--- src/rtl/mod_counter_pkg.sv ---
// Shared constants and types for the cascaded modulo counter chain.
package mod_counter_pkg;

    localparam int DIGITS_MAX = 8;
    localparam int RADIX_MAX  = 16;

    typedef logic [$clog2(RADIX_MAX)-1:0] digit_t;

    // Values at or above the radix are not legal digit states; pin them to the top state.
    function automatic logic [31:0] clamp_digit(input logic [31:0] value, input int radix);
        logic [31:0] result;
        result = value;
        if (value >= 32'(radix)) begin
            result = 32'(radix - 1);
        end
        return result;
    endfunction

endpackage

--- src/rtl/mod_counter_digit.sv ---
// One modulo-RADIX digit stage: reset, clamped parallel load, and up/down step with wrap.
module mod_counter_digit
    import mod_counter_pkg::*;
#(
    parameter int RADIX = 10,
    parameter int DW    = $clog2(RADIX)
) (
    input  logic          clk,
    input  logic          rst,
    input  logic          load,
    input  logic [DW-1:0] load_digit,
    input  logic          step,
    input  logic          up,
    output logic [DW-1:0] value,
    output logic          tc
);

    localparam logic [DW-1:0] MAX_VAL = DW'(RADIX - 1);

    logic [DW-1:0] value_q;
    logic [DW-1:0] stepped;
    logic [DW-1:0] load_clamped;

    always_comb begin
        stepped = value_q;
        if (up) begin
            stepped = (value_q == MAX_VAL) ? '0 : value_q + DW'(1);
        end else begin
            stepped = (value_q == '0) ? MAX_VAL : value_q - DW'(1);
        end
    end

    assign load_clamped = DW'(clamp_digit(32'(load_digit), RADIX));

    always_ff @(posedge clk) begin
        if (rst) begin
            value_q <= '0;
        end else if (load) begin
            value_q <= load_clamped;
        end else if (step) begin
            value_q <= stepped;
        end
    end

    assign value = value_q;
    assign tc    = up ? (value_q == MAX_VAL) : (value_q == '0);

endmodule

--- src/rtl/mod_counter_chain.sv ---
// Cascaded DIGITS x modulo-RADIX up/down counter with load and chain carry.
// Define MOD_COUNTER_CHAIN_SATURATE_EN to hold at full terminal instead of wrapping.
module mod_counter_chain
    import mod_counter_pkg::*;
#(
    parameter  int DIGITS = 2,
    parameter  int RADIX  = 10,
    localparam int DW     = $clog2(RADIX)
) (
    input  logic                 clk,
    input  logic                 rst,
    input  logic                 en,
    input  logic                 up,
    input  logic                 load,
    input  logic [DIGITS*DW-1:0] load_val,
    output logic [DIGITS*DW-1:0] count,
    output logic [DIGITS-1:0]    tc,
    output logic                 carry_out
);

    logic [DIGITS-1:0] tc_vec;
    logic [DIGITS-1:0] step_in;
    logic              all_tc;
    logic              en_eff;

    assign all_tc = &tc_vec;

`ifdef MOD_COUNTER_CHAIN_SATURATE_EN
    // Sitting at the terminal count in the stepping direction: freeze rather than wrap.
    assign en_eff = en & ~all_tc;
`else
    assign en_eff = en;
`endif

    // Digit i steps only when every lower digit is at its terminal state.
    always_comb begin
        step_in = '0;
        step_in[0] = en_eff;
        for (int i = 1; i < DIGITS; i++) begin
            step_in[i] = step_in[i-1] & tc_vec[i-1];
        end
    end

    for (genvar g = 0; g < DIGITS; g++) begin : g_digit
        mod_counter_digit #(
            .RADIX (RADIX),
            .DW    (DW)
        ) u_digit (
            .clk        (clk),
            .rst        (rst),
            .load       (load),
            .load_digit (load_val[g*DW +: DW]),
            .step       (step_in[g]),
            .up         (up),
            .value      (count[g*DW +: DW]),
            .tc         (tc_vec[g])
        );
    end

    assign tc        = tc_vec;
    assign carry_out = en & all_tc;

endmodule

--- config.mk ---
export PLATFORM = sky130hd
export DESIGN_NAME = mod_counter_chain
export DESIGN_NICKNAME = d
export VERILOG_FILES = /design/src/rtl/mod_counter_pkg.sv /design/src/rtl/mod_counter_digit.sv /design/src/rtl/mod_counter_chain.sv
export SDC_FILE = /design/constraint.sdc
export NUM_CORES = 1
export LEC_CHECK = 0
export CAP_MARGIN = 20
export CELL_PAD_IN_SITES_DETAIL_PLACEMENT = 1
export CELL_PAD_IN_SITES_GLOBAL_PLACEMENT = 1
export CORE_ASPECT_RATIO = 1.25
export CORE_UTILIZATION = 35
export CTS_CLUSTER_SIZE = 24
export DETAILED_ROUTE_END_ITERATION = 6
export HOLD_SLACK_MARGIN = 0.02
export PLACE_DENSITY = 0.95
export SYNTH_ARGS = -nofsm -noshare
export SYNTH_HDL_FRONTEND = slang
export SYNTH_SLANG_ARGS = --single-unit
--- constraint.sdc ---
create_clock -name clk -period 2.6 [get_ports clk]
set_input_delay 0.52 -clock clk [delete_from_list [all_inputs] [get_ports clk]]
set_output_delay 0.52 -clock clk [all_outputs]
set_load 0.02 [all_outputs]
Yosys cells after proc, flatten, opt, wreduce, memory -nomap -nowiden --
Cells that the tools add are included.
Storage, ports and cells: register bits 8, input bits 13, output and inout bits 11, logic and storage cells 31
Cells by class: add/subtract/negate cells 4, $lt $le $gt $ge 2, equal/unequal tests 2, mux-type cells 14, bitwise operators 2, reductions and logical operators 5
Operator list (count):
- two-way mux 4 bit | 12
- adder 4 x 1 -> 4 bit (second input constant) | 2
- == test 4 bit (second input constant) | 2
- greater-or-equal comparator 4 bit (second input constant) | 2
- zero test 4 bit | 2
- subtractor 4 x 1 -> 4 bit (second input constant) | 2
- nonzero test 2 bit | 2
- AND 1 bit | 2
- two-way mux 1 bit | 2
- AND reduction 2 bit | 1

Longest topological paths before layout --
Gate-level depths: netlist of the first run.
depth after elaboration 5, depth in mapped cells 6, depth with buffers taken out 4

By module --
Synthesis of the first run repeated with hierarchy kept, for this count alone.
Unflattened totals: cell total of the unflattened synthesis 94, area, all modules 708.2 um^2
Modules (own cells, without submodules):
- mod_counter_digit | times used 2, cells each 46, area an instance 347.8 um^2, seq. area each 80.1 um^2
- mod_counter_chain | times used 1, cells each 2, area an instance 12.5 um^2, seq. area each 0.0 um^2

Least setup slack after synthesis of the first run --
No wires, ideal clock.
path type input to output, from input up, to output carry_out, arrival 1.491 ns, data required time 2.080 ns, setup slack 0.589 ns, stages 4, buffers on the path 1, cell sequence buf_4 or3_1 a211oi_2 and3_1
Between the ends: longest elaborated chain between the ends 3, elaborated cells on any way between the ends 4, classes of those cells mux (2); bitwise (1); reduce/logical (1)
Ends and longest elaborated chain:
- from (decl) | RTL line mod_counter_chain.sv:13 | input logic up,
- two-way mux 1 bit | RTL line mod_counter_digit.sv:46 | assign tc = up ? (value_q == MAX_VAL) : (value_q == '0);
- net g_digit[1].u_digit.tc | RTL line mod_counter_digit.sv:15 | output logic tc
- AND reduction 2 bit | RTL line mod_counter_chain.sv:26 | assign all_tc = &tc_vec;
- AND 1 bit | RTL line mod_counter_chain.sv:61 | assign carry_out = en & all_tc;
- to (decl) | RTL line mod_counter_chain.sv:18 | output logic carry_out
The timed path passes the listed nets, and every way through them passes these cells.

Final worst setup path of the first run --
from input up, to output tc[1]
Between the ends: longest elaborated chain between the ends 1
Ends and longest elaborated chain:
- two-way mux 1 bit | RTL line mod_counter_digit.sv:46
- to (decl) | RTL line mod_counter_chain.sv:17 | output logic [DIGITS-1:0] tc,
Every way passes these cells.

==> run metrics, run 1 <==
Slew Limit Fails=0; outcome=finished clean; root buffer cell=clkbuf_4; WP data required=2.08 ns; Max-slew headroom=74.18%; final setup fails=0; layout cells sized above 1=15.20%; DIE AREA=2410 sq um; vias in the first global route=781; port buffer count=23; Post-synth EDFFs=0; via count=856; static leakage=0.0003795 uW; grt met3 use=0%; cts hold-fix bufs=0; max FFs per register=8; mux cell area share after synthesis=1.452%; Die Wd=44.11 um; Synth area leader=dfxtp_1; area of placed instances=1022 sq um; GR Layer Usage met1=28.97%; # diodes=0; die extent in y=54.64 um; Hold Fails Final Rpt=0; RSZ-0062 raised after global routing=no; CP Cell Sequence=clkdlybuf4s50_1 -> buf_4 -> nand3_1 -> a211oi_2 -> buf_4 -> clkdlybuf4s15_1; Max FO, Critical Path=14; worst slew pin tran=0.3861 ns; Worst-Skew Late Latency=0.25 ns; final WL=2.184 mm; Post-synth ARST share=0%; routability cong.=0.7786; CP most frequent cell=buf_4; Starting Density=38.27%; Top delay family on crit path=buffers and inverters; total power per unit cell area=394.0 nW/um^2; dpl cells=142; total negative setup slack=0 ns; Area contributors post-synth=dfxtp_1 (21%), o21ai_0 (7.1%), a221oi_1 (6.8%), inv_1 (3.9%), nand3b_1 (3.9%); grt ovf=0; WL/cell=15.06 um; largest family of logic cells by synthesized area=compound AO/OA/AOI/OAI gates; Seq cells post-synth=8; Slowest-stage cell, CP=clkdlybuf4s50_1; clock sinks=8; I/O pin cnt=24; initial antenna violation count=0; num rows=18; gr usage total=20.65%; Clock Tree Buf Depth=2; post-synthesis cell count=102; synth warn=0; Detailed Route Iter0 Violations=10; Largest stage delay, worst path=0.49 ns; fin area=1039 sq um; cts bufs inserted=3; Finished Layout Cells=145; clk_skew=0.009590 ns; Area growth syn-to-layout=33.87%; Final nets=140; met2 usage=32.60%; DR DRC count=0; Syn Nets=115; Synth Area in XOR/XNOR=5.645%; post-synth top area share=20.65%; WP data arrival=1.97 ns; Syn Area/Cell=7.605 sq um; largest net degree at the start of global routing=15; HPWL Detailed=1.728 mm; Max IR drop VDD=0.2325 mV; Hold WC Path Type=reg2reg; critical path type=in2out; drt pass-1 iters=6; clock-pin slew of the registers on the worst-case setup and hold paths=0.05 ns; Most used DFF post-synth=dfxtp_1; Bufs and invs on worst path=4; core area=2027 sq um; minimum clock period=2.493 ns; CTS tree=built; Mapped Area=775.7 sq um; Synth Area in Adders=0%; Max Cap Viol=0; post-synthesis sequential area ratio=20.65%; first-pass GRT wire length=3.663 mm; post-synthesis simple-gate area fraction=23.06%; Final period util=95.90%; final antenna-violating net count=0; R2R setup slack=0.93 ns; GRT Max-Usage Layer=met2; Worst Setup End Kind=output port; Synth Area in Compound Gates=35.48%; routed vias/inst=5.903; fin util=51.23%; synth unique cells=41; Setup crit start kind=input port; H-tree lvl count=1; f_max=401.0 MHz; Worst Hold Margin=0.6523 ns
placed cells by master (no fill, tap or decap), drive strengths merged, types with 3 or more instances in the layout:
cell	netlist	layout
a211o	3	3
a21oi	4	4
a221oi	6	6
buf	10	9
clkbuf	2	4
clkdlybuf4s50	0	20
dfxtp	8	8
inv	8	8
nand3b	4	4
nor2	7	7
nor3	3	3
o211ai	3	3
o21ai	11	11
xor2	3	3
per-stage QoR:
| stage | setup WS, ns | total power, uW |
|---|---|---|
| after floorplan | 0.5891 | 251.1 |
| after global placement | -0.1844 | 312.3 |
| after detailed placement | -0.2552 | 319.2 |
| after CTS | 0.01234 | 412.5 |
| after global routing | 0.002312 | 436.3 |
| final | 0.1065 | 409.2 |
what timing repair did:
item	CTS	global route
buffers inserted	0	0
setup endpoints to repair	3	2
gates resized for setup	3	3
cell families after synthesis:
logic type	count (synthesis)
compound gates	38
simple gates	30
buf+inv	20
flops	8
xor+xnor	5
mux	1
layout make-up:
class                      count  area (sq um)
clock buffer                   3         22.52
fill                         265         988.4
inverter                       8         30.03
multi-input combinational     74         509.2
sequential                     8         160.2
tap                           20         25.02
timing repair buffer          32         291.5
where the power goes:
group	switching [uW]	internal (uW)	total, uW
sequential	16.0	132	148
combinational	83.7	82.8	166
clock	41.7	52.8	94.5
total	141	268	409
layer usage:
metal | up-vias | part of all wire, %
met3 | 2 | 1.4
li1 | 432 | -
met1 | 405 | 49
met2 | 17 | 48
met5 | - | 0
met4 | 0 | 1.2
synthesized netlist by cell type, types with 2 or more instances:
cell type	n
buf_4	3
a21oi_1	4
dfxtp_1	8
o211ai_1	2
xnor2_1	2
a221oi_1	6
nor3_1	3
a211o_1	3
buf_2	4
clkbuf_1	2
and3_1	2
nand3b_1	4
xor2_1	3
a311oi_1	2
o21ai_0	11
nand3_1	2
nand2_1	2
inv_1	8
nand4b_1	2
nor2_1	7
buf_6	2
final timing paths:
check                                                   end  cells after the start                   startpoint
worst max-delay path                                  tc[1]                      6                           up
worst min-delay path            g_digit[0].u_digit.value[2]                      2  g_digit[0].u_digit.value[2]
worst max register to register  g_digit[1].u_digit.value[1]                      5  g_digit[0].u_digit.value[3]
worst min register to register  g_digit[0].u_digit.value[2]                      2  g_digit[0].u_digit.value[2]
worst reg2reg max path, delay by kind of cell (launching register included):
family                 cells  cell delay (ns)
buffers and inverters      1             0.11
AOI/OAI and AO/OA          3             0.74
and+or+nand+nor            1             0.24
DFF                        1             0.49
Power figures use the tool's default switching activity.
==> run 2, diff against run 1 <==
GPL_TIMING_DRIVEN = 1   (was unset)
==> results of run 2 <==
Final layout, timing and power as in run 1 (identical DEF).
